==> src/rtl/mips_avalon_arbiter.sv <==
// mips_avalon_arbiter
//   Shares one Avalon-MM slave port (unified RAM) between the MIPS core's
//   instruction-fetch master (I, read-only) and its data master (D, read/write).
//   The arbiter grants one transaction at a time. On a tie it uses round-robin
//   or lets D win, depending on DATA_PRIORITY. It also flags a stuck slave
//   (sticky timeout) and master protocol errors (sticky proto_err).
//
// Parameters
//   DATA_PRIORITY  0 = round-robin on simultaneous requests, 1 = D wins ties
//   TIMEOUT        number of waitrequest cycles in one grant before timeout sets; 0 disables
//
// Ports
//   clk, reset                     clock, synchronous active-high reset
//   i_address/i_read               I master request
//   i_waitrequest/i_readdata       I master response
//   d_address/d_read/d_write       D master request
//   d_writedata/d_byteenable       D master write payload
//   d_waitrequest/d_readdata       D master response
//   m_*                            slave-side Avalon-MM port
//   proto_err                      sticky: request dropped mid-grant, or d_read && d_write
//   timeout                        sticky: slave stalled TIMEOUT cycles within one grant
module mips_avalon_arbiter #(
    parameter int DATA_PRIORITY = 0,
    parameter int TIMEOUT       = 64
) (
    input  logic        clk,
    input  logic        reset,
    input  logic [31:0] i_address,
    input  logic        i_read,
    output logic        i_waitrequest,
    output logic [31:0] i_readdata,
    input  logic [31:0] d_address,
    input  logic        d_read,
    input  logic        d_write,
    input  logic [31:0] d_writedata,
    input  logic [3:0]  d_byteenable,
    output logic        d_waitrequest,
    output logic [31:0] d_readdata,
    output logic [31:0] m_address,
    output logic        m_read,
    output logic        m_write,
    output logic [31:0] m_writedata,
    output logic [3:0]  m_byteenable,
    input  logic        m_waitrequest,
    input  logic [31:0] m_readdata,
    output logic        proto_err,
    output logic        timeout
);

    // The counter is wide enough to reach TIMEOUT, and it saturates at all-ones.
    localparam int CNT_W = $clog2(TIMEOUT + 2);

    typedef enum logic [1:0] {IDLE, GNT_I, GNT_D} state_t;

    state_t             state_q, state_d;
    logic               last_gnt_q, last_gnt_d;   // 0 = I, 1 = D
    logic               proto_err_q, proto_err_d;
    logic               timeout_q, timeout_d;
    logic [CNT_W-1:0]   wait_cnt_q, wait_cnt_d;

    logic d_req;
    logic d_both;

    assign d_req      = d_read ^ d_write;
    assign d_both     = d_read & d_write;
    assign i_readdata = m_readdata;
    assign d_readdata = m_readdata;
    assign proto_err  = proto_err_q;
    assign timeout    = timeout_q;

    always_comb begin
        state_d       = state_q;
        last_gnt_d    = last_gnt_q;
        proto_err_d   = proto_err_q | d_both;
        timeout_d     = timeout_q;
        wait_cnt_d    = wait_cnt_q;
        m_address     = '0;
        m_read        = 1'b0;
        m_write       = 1'b0;
        m_writedata   = '0;
        m_byteenable  = '0;
        i_waitrequest = 1'b1;
        d_waitrequest = 1'b1;

        case (state_q)
            IDLE: begin
                // Clearing here means every grant starts with a zero count.
                wait_cnt_d = '0;
                if (i_read && d_req) begin
                    // On a tie, D wins if it has priority or if I was served last.
                    if (DATA_PRIORITY != 0 || !last_gnt_q) state_d = GNT_D;
                    else                                   state_d = GNT_I;
                end else if (i_read) begin
                    state_d = GNT_I;
                end else if (d_req) begin
                    state_d = GNT_D;
                end
            end

            GNT_I: begin
                m_address     = i_address;
                m_read        = i_read;
                m_byteenable  = 4'hF;
                i_waitrequest = m_waitrequest;
                if (!i_read) begin
                    state_d     = IDLE;
                    proto_err_d = 1'b1;
                end else if (!m_waitrequest) begin
                    state_d    = IDLE;
                    last_gnt_d = 1'b0;
                end
            end

            GNT_D: begin
                m_address     = d_address;
                m_read        = d_read;
                m_write       = d_write;
                m_writedata   = d_writedata;
                m_byteenable  = d_byteenable;
                d_waitrequest = m_waitrequest;
                if (!(d_read || d_write)) begin
                    state_d     = IDLE;
                    proto_err_d = 1'b1;
                end else if (!m_waitrequest) begin
                    state_d    = IDLE;
                    last_gnt_d = 1'b1;
                end
            end

            default: state_d = IDLE;
        endcase

        // Count stalls only while a grant is in progress. The transaction is
        // never aborted; timeout only flags the stall.
        if (state_q != IDLE && m_waitrequest) begin
            if (wait_cnt_q != '1) wait_cnt_d = wait_cnt_q + CNT_W'(1);
            if (TIMEOUT != 0 && int'(wait_cnt_q) + 1 >= TIMEOUT) timeout_d = 1'b1;
        end
    end

    always_ff @(posedge clk) begin
        if (reset) begin
            state_q     <= IDLE;
            last_gnt_q  <= 1'b1;      // I wins the first tie
            proto_err_q <= 1'b0;
            timeout_q   <= 1'b0;
            wait_cnt_q  <= '0;
        end else begin
            state_q     <= state_d;
            last_gnt_q  <= last_gnt_d;
            proto_err_q <= proto_err_d;
            timeout_q   <= timeout_d;
            wait_cnt_q  <= wait_cnt_d;
        end
    end

endmodule

==> config.mk <==
export PLATFORM = sky130hd
export DESIGN_NAME = mips_avalon_arbiter
export DESIGN_NICKNAME = d
export VERILOG_FILES = /design/src/rtl/mips_avalon_arbiter.sv
export SDC_FILE = /design/constraint.sdc
export NUM_CORES = 1
export LEC_CHECK = 0
export CORE_AREA = 2 2 106 108
export CTS_CLUSTER_SIZE = 10
export DETAILED_ROUTE_END_ITERATION = 8
export DIE_AREA = 0 0 108 110
export PLACE_DENSITY = 0.71
export SETUP_SLACK_MARGIN = 0.3
export SLEW_MARGIN = 20
export SYNTH_ARGS = -nofsm -noshare
export SYNTH_HDL_FRONTEND = slang
export SYNTH_SLANG_ARGS = --single-unit
==> constraint.sdc <==
create_clock -name clk -period 2.15 [get_ports clk]
set_input_delay 0.43 -clock clk [delete_from_list [all_inputs] [get_ports clk]]
set_output_delay 0.43 -clock clk [all_outputs]
set_load 0.05 [all_outputs]
After elaboration in Yosys (flattened, before gate mapping)
Index checks and enable logic that the tools add are counted.
{"block": "totals", "ram_bits": 0, "reg_bits": 12, "rom_bits": 0, "out_inout_bits": 138, "latch_bits": 0, "n_memories": 0, "wordCells": 53, "input_bits": 138}
{"block": "classes", "div": 0, "order_cmp": 1, "add_sub_neg": 2, "n_mul": 0, "bitwise": 3, "n_reduce_logical": 8, "n_eq_ne": 8, "shifts": 0, "mux": 26}
{"op": "32-bit one-hot mux with 2 select lines", "count": 1}
{"op": "32-bit two-way mux", "count": 1}
{"op": "7-bit two-way mux", "count": 3}
{"op": "2-bit two-way mux", "count": 7}
{"op": "1-bit two-way mux", "count": 9}
{"op": "7-bit by 1-bit adder with 8-bit output, second input constant", "count": 1}
{"op": "8-bit by 7-bit >= comparator with 1-bit output, second input constant", "count": 1}
{"op": "2-bit inequality test, second input constant", "count": 4}
{"op": "4-bit one-hot mux with 2 select lines", "count": 1}
{"op": "7-bit by 1-bit adder with 7-bit output, second input constant", "count": 1}
{"op": "7-bit inequality test, second input constant", "count": 1}
{"op": "1-bit one-hot mux with 2 select lines", "count": 3}
{"op": "2-bit one-hot mux with 3 select lines", "count": 1}
{"op": "5-bit AND reduction", "count": 1}
{"op": "4-bit inequality test, second input constant", "count": 1}
{"op": "2-bit nonzero test", "count": 2}
{"op": "2-bit by 1-bit == test with 1-bit output, second input constant", "count": 1}
{"op": "2-bit == test, second input constant", "count": 1}
{"op": "1-bit logical AND", "count": 2}
{"op": "2-bit zero test", "count": 1}
{"op": "2-bit AND reduction", "count": 1}
{"op": "1-bit bitwise AND", "count": 1}
{"op": "1-bit logical OR", "count": 1}
{"op": "1-bit bitwise OR", "count": 1}
{"op": "1-bit XOR", "count": 1}

Longest topological paths before layout
Gate-level depths: netlist of run 1.
{"block": "depth", "word_depth": 5, "mapped_depth": 7, "mapped_depth_nobuf": 6}

Least setup slack after synthesis of run 1
Ideal clock, no wire load.
{"block": "synth_path", "path_type": "flip-flop to output port", "startpoint": "register state_q[0]", "endpoint": "output m_read", "arrival_time_ns": 1.803, "path_buffers": 2, "stages_incl_launch_ff": 7, "setup_slack_ns": -0.083, "required_ns": 1.720, "cell_sequence": "dfxtp_1 > inv_1 > ha_1 > buf_2 > clkbuf_1 > nand2_1 > a21oi_1"}
{"block": "synth_via", "elab_chain_cells": 2, "elab_cells_between_ends": 3, "classes_between": "eq/ne (2); mux (1)"}
{"item": "start, declared", "line": "55", "rtl": "state_t state_q, state_d;"}
{"item": "start signal, assigned", "line": "149", "rtl": "state_q <= state_d;"}
{"item": "2-bit == test or 2-bit by 1-bit == test with 1-bit output (tied branches)", "line": "85", "rtl": "case (state_q)"}
{"item": "1-bit one-hot mux with 2 select lines *", "line": "85"}
{"item": "end, declared", "line": "40", "rtl": "output logic m_read,"}
Mark *: on every way between the ends. The rest lies on a longest branch, timed or not.

Final worst setup path of run 1
{"block": "layout_path", "startpoint": "register state_q[0]", "endpoint": "output m_writedata[23]"}
{"block": "layout_via", "elab_chain_cells": 2}
{"item": "2-bit == test", "line": "85"}
{"item": "32-bit two-way mux", "line": "85"}
{"item": "end, declared", "line": "42", "rtl": "output logic [31:0] m_writedata,"}
No other way between the ends.

==> results.md, run 1 <==
- Worst-Margin Slew: 0.529 ns
- Critical Path AT: roughly 1.6 ns
- CP max stage delay: 0.38 ns
- Worst Hold Depth: 2
- CTS Buf Count: 3
- Die X: ~110 µm
- Synth top area cells: buf_4 (26%), a22oi_1 (13%), dfxtp_1 (13%), and2_1 (11%), nor2_1 (8.6%)
- GRT Max-Usage Layer: met2
- DR iter-0 viols: 109
- Sink Count: 12
- Share of post-route cells with drive strength above 1: between 50 and 60%
- Critical Path End Type: primary output
- Port buffer count: 179
- Syn Inst Count: 270
- Max-Slew Margin vs Limit: approximately 65%
- Met3 Use GR: ~4.6%
- Hold Buf Count CTS: 0
- Synth cell count leaders: buf_4 (64), nor2_1 (43), a22oi_1 (33)
- Post-Route Skew: 0.00236 ns
- Hold WC Path Type: flip-flop to flip-flop
- Tot GR Track Use: 17.3%
- Slowest CP cell: dfxtp_4
- Final setup viols: 0
- Crit start category: flip-flop
- Vias/cell: 4.45
- Setup TNS: 0 ns
- Final hold violations: 0
- Clk buf depth: 2
- Status: completed
- Die H: between 100 and 150 µm
- DR vias: 2427
- Count leader, synth: buf_4
- CTS tree: done
- Fin area: around 5200 µm²
- Reg2reg end: last_gnt_q$_SDFFE_PP1P_
- Antenna violations before repair: 1
- Area Growth Syn to Fin: 180%
- Grt ovf: 0
- Yosys top cell area share: 25.7%
- Tmin final: 2.05 ns
- Post-Syn Area: 1870 µm²
- Worst VDD drop: 0.396 mV
- Area of the core: about 11000 µm²
- Worst Slack Setup Final: 0.0991 ns
- H-tree depth: 1
- Main synth FF type: dfxtp_1
- Syn Nets: about 420
- Post-DP HPWL: 8.03 mm
- RSZ-0062 raised after global routing: yes
- Initial core utilization: 17.5%
- Final Max Tran Viols: 0
- Register-to-Register Setup Slack: 0.29 ns
- Cell Count Post-Placement: 517
- CP max FO: 6
- Required time of the critical path: 1.72 ns
- Root Buffer: clkbuf_8
- P per Cell Area: 395 nW/µm²
- Worst r2r src: state_q[1]$_SDFFE_PP0P_
- F_max: 488 MHz
- Final period util: 95.4%
- Post-route DRC: 0
- Grt met2 use: 32.2%
- Number of global-route vias before repair: 2575
- Post-synthesis cell type count: 35
- Sequential share of the synthesized area: 12.8%
- Drt total wl: 11.3 mm
- Hold_sp: wait_cnt_q[1]$_SDFF_PP0_
- Die Area: about 12000 µm²
- I/O pins: 276
- DRT Pass-1 Iters: 6
- WHS Endpoint: wait_cnt_q[1]$_SDFF_PP0_
- Clock Latency Late Sink: 0.25 ns
- Met1 usage: about a fifth
- Largest net degree at the start of global routing: 27
- Number of synthesized flops with an enable pin: 0
- #FFs+latches synth: 12
- Layout Nets: 553
- ANT cells: 0
- Path depth of the worst reg2reg path: 8
- CTS clk-pin slew, worst paths: around 0.060 ns
- Yosys warnings: 0
- Critical setup path kind: flip-flop to primary output
- Routability Congestion: about 0.85
- First-pass GRT wire length: 15.4 mm
- Max-cap violation count: 0
- Pre-CTS setup slack: around 0.13 ns
- Area after DPL: about 4400 µm²
- Cell taking the most area after synthesis: buf_4
- Leakage: 1.89 nW
- Worst-path cell chain: inv_4, ha_4, buf_4, buf_6, buf_16, and2_2, buf_12
- Mean post-synth cell area: 6.93 µm²
- DR WL/cell: approximately 21 µm
- Fin cells: ~550
- ANT nets after route: 0
- Async SR Flop Fraction: 0%
- FP Rows: 38
## metal layers
metal	vias up	wire, µm	part of all wire [%]
li1	1128	-	-
met1	1148	4420	39
met2	134	5850	52
met3	15	923	8.2
met4	2	110	0.97
met5	-	11	0.097
## cell families after synthesis
| family | synth area share [%] |
|---|---|
| compound gates | 22.6 |
| xor+xnor | 0.937 |
| fa+ha+maj | 5.35 |
| buf+inv | 32.8 |
| flops | 12.8 |
| simple gates | 25.5 |
## worst max-delay path, delay by kind of cell, from the launching register on
family	cells	cell delay, ns
adders and majority gates	1	0.20
and+or+nand+nor	1	0.19
buffers and inverters	5	0.61
DFF	1	0.38
## cell type report
type	instances	area, µm²
flip-flops and latches	12	248
clock buffers	4	55.1
repair buffers	216	3100
multi-input cells	163	1600
fillers	927	5460
inverters	11	58.8
well taps	140	175
## flip-flops by register name, summed over array words and instances, names as in the netlist
| signal | count |
|---|---|
| timeout | 1 |
| proto_err | 1 |
| last_gnt_q | 1 |
| state_q | 2 |
| wait_cnt_q | 7 |
## worst max path at each step
stage                       startpoint                       to  slack [ns]
3_5_place_dp                    d_read  last_gnt_q$_SDFFE_PP1P_        0.13
2_1_floorplan  state_q[0]$_SDFFE_PP0P_            m_address[16]        0.11
5_1_grt        state_q[1]$_SDFFE_PP0P_            m_address[14]        0.04
3_3_place_gp                    d_read  last_gnt_q$_SDFFE_PP1P_        0.20
6_report       state_q[0]$_SDFFE_PP0P_          m_writedata[23]         0.1
4_1_cts        state_q[1]$_SDFFE_PP0P_            m_address[14]         0.1
## cell usage in the layout (no fill, tap or decap), drive strengths merged, types with 2 or more instances in the layout
cell type	n
inv	10
dfxtp	12
clkdlybuf4s50	105
a21oi	9
clkbuf	9
a31oi	2
nand3	6
ha	8
o32ai	3
a311oi	2
nor2	43
a22oi	33
and2	32
buf	104
nand2	6
o21ai	3
and4	2
nor3	2
## stage by stage
step           util (%)  total power [W]  hold slack [ns]
3_5_place_dp       40.9          0.00147            0.523
3_3_place_gp       40.9          0.00146            0.497
2_1_floorplan         -          0.00116            0.471
5_1_grt            49.0          0.00215            0.567
4_1_cts            46.3          0.00197            0.531
6_report           49.0          0.00207            0.533
## what timing repair did
action / in CTS / in global routing
cloned: 7 / 5
endpoints found under the setup margin: 73 / 73
resized for setup: 74 / 28
setup buffers: 7 / 6
pin swaps: 13 / 11
endpoints found under the hold margin: 0 / 0
## report_power, final
group,internal (W),total (W),switching (W)
Sequential,0.000232,0.000243,0.0000112
Combinational,0.000797,0.00157,0.000776
Clock,0.000162,0.000252,0.0000902
Power figures use the tool's default switching activity.
==> run 2, diff against run 1 <==
--- a/config.mk
+++ b/config.mk
@@ -5,13 +5,14 @@
 export SDC_FILE = /design/constraint.sdc
 export NUM_CORES = 1
 export LEC_CHECK = 0
-export CORE_AREA = 2 2 106 108
+export CORE_AREA = 2 2 107 109
 export CTS_CLUSTER_SIZE = 10
 export DETAILED_ROUTE_END_ITERATION = 8
-export DIE_AREA = 0 0 108 110
-export PLACE_DENSITY = 0.71
+export DIE_AREA = 0 0 109 111
+export PLACE_DENSITY = 0.68
 export SETUP_SLACK_MARGIN = 0.3
 export SLEW_MARGIN = 20
 export SYNTH_ARGS = -nofsm -noshare
 export SYNTH_HDL_FRONTEND = slang
 export SYNTH_SLANG_ARGS = --single-unit
+export TNS_END_PERCENT = 30
==> constraint.sdc (replaced) <==
create_clock -name clk -period 1.8 [get_ports clk]
set_input_delay 0.36 -clock clk [delete_from_list [all_inputs] [get_ports clk]]
set_output_delay 0.36 -clock clk [all_outputs]
set_load 0.05 [all_outputs]
==> results.md, run 2 (synthesis gave the netlist of run 1 again) <==
- Status: finished with violations
- Failing checks: negative setup slack
- Share of post-route cells with drive strength above 1: around three fifths
- H-tree depth: 1
- CTS Buf Count: 3
- Tot GR Track Use: 14.4%
- Root Buffer: clkbuf_16
- Vias/cell: 4.41
- Clk buf depth: 2
- Required time of the critical path: around 1.4 ns
- Post-DP HPWL: about 6.7 mm
- Die X: 109 µm
- FP Rows: 39
- Max-Slew Margin vs Limit: 80.5%
- Drt total wl: 9.55 mm
- Tmin final: 1.94 ns
- Final setup viols: between 40 and 50
- Worst Slack Setup Final: -0.145 ns
- CP max FO: 7
- P per Cell Area: 483 nW/µm²
- Leakage: about 1.9 nW
- Final period util: 108%
- DR iter-0 viols: 56
- F_max: 514 MHz
- Pwr Total: 0.00254 W
- Max-cap violation count: 0
- I/O pins: 276
- Sink Count: 12
- Die Area: 12100 µm²
- Max reg flops: 7
- DR WL/cell: 17.7 µm
- Port buffer count: 179
- Largest net degree at the start of global routing: 21
- Hold WC Path Type: flip-flop to flip-flop
- Final Max Tran Viols: 0
- Worst VDD drop: 0.501 mV
- Commonest non-fill, non-tap cell in the layout: clkdlybuf4s50_1
- RSZ-0062 raised after global routing: yes
- Grt ovf: 0
- Clock Latency Late Sink: approximately 0.24 ns
- CTS tree: done
- Cell Count Post-Placement: 520
- First-pass GRT wire length: between 10 and 15 mm
- Critical Path AT: 1.58 ns
- DR vias: ~2400
- Final hold violations: 0
- Critical setup path kind: flip-flop to primary output
- CTS clk-pin slew, worst paths: ~0.040 ns
- Die H: 111 µm
- Post-route DRC: 0
- Antenna violations before repair: 0
- Post-Route Skew: 0.00229 ns
- ANT nets after route: 0
- DRT Pass-1 Iters: 4
- Register-to-Register Setup Slack: roughly 0.020 ns
- Area of the core: approximately 11000 µm²
- Hold Buf Count CTS: 0
- Worst-Margin Slew: between 0.2 and 0.3 ns
- Crit start category: flip-flop
- Fin cells: 541
- Initial core utilization: 16.9%
- ANT cells: 0
- Commonest cells after routing, fill and taps aside: clkdlybuf4s50_1 (104), buf_12 (78), nor2_4 (36)
- Largest regs: wait_cnt_q: 7 flops, state_q: 2 flops
- Number of global-route vias before repair: approximately 2500
- Largest register by flop count: wait_cnt_q
- Layout Nets: 546
- Area Growth Syn to Fin: 181%
- Critical Path End Type: primary output
- Routability Congestion: 0.813
[run 2: cell count changes in the layout (fill, tap and decap cells not counted), sizes merged]
cell	before	now
dlygate4sd2	1	0
clkdlybuf4s50	105	104
buf	104	101
clkbuf	9	6
[run 2: final timing paths]
| kind | from | endpoint | cells after the start |
|---|---|---|---|
| worst min-delay path | wait_cnt_q[1]$_SDFF_PP0_ | wait_cnt_q[1]$_SDFF_PP0_ | 2 |
| worst min register to register | wait_cnt_q[1]$_SDFF_PP0_ | wait_cnt_q[1]$_SDFF_PP0_ | 2 |
| worst max register to register | state_q[1]$_SDFFE_PP0P_ | proto_err$_SDFF_PP0_ | 8 |
| worst max-delay path | state_q[0]$_SDFFE_PP0P_ | m_address[0] | 7 |
[run 2: routing by layer]
metal	vias to the layer above	track usage, %	routed length (µm)
met1	1145	15.1	3180
met2	122	28.5	5440
met5	-	0	0
met4	0	1.20	27
met3	7	4.17	900
li1	1114	-	-
[run 2: layout make-up]
class	instances	area (µm²)
Multi-Input combinational cell	163	1650
Sequential cell	12	250
Tap cell	143	179
Fill cell	958	5820
Clock buffer	3	75.1
Inverter	11	58.8
Timing Repair Buffer	209	3040
[run 2: where the power goes]
part / total [W] / internal (W) / switching, W
sequential: 0.000291 / 0.000278 / 0.0000130
combinational: 0.00184 / 0.000950 / 0.000895
clock: 0.000405 / 0.000289 / 0.000115
total: 0.00254 / 0.00152 / 0.00102
[run 2: critical path, cell delays in order (launching register included)]
cell	delay, ns
dfxtp_4	0.36
inv_4	0.05
ha_4	0.18
buf_12	0.14
buf_16	0.14
a22oi_2	0.25
nor2_4	0.06
buf_12	0.15
[run 2: repair_timing]
item,in CTS,in global routing
endpoints found under the hold margin,0,0
setup endpoints to repair,80,78
pin swaps,35,24
resized for setup,67,32
buffers inserted,5,3
cloned,7,3
[run 2: per-stage QoR]
stage / hold slack, ns / instance area, µm² / utilization, % / setup TNS, ns / setup WS [ns]
2_1_floorplan: 0.432 / 2320 / - / 0 / 0.136
3_3_place_gp: 0.495 / 4500 / 40.6 / -0.0233 / -0.0233
3_5_place_dp: 0.500 / 4500 / 40.6 / -0.0898 / -0.0565
4_1_cts: 0.513 / 5050 / 45.6 / -3.41 / -0.146
5_1_grt: 0.526 / 5260 / 47.5 / -6.14 / -0.180
6_report: 0.498 / 5260 / 47.5 / -3.50 / -0.145
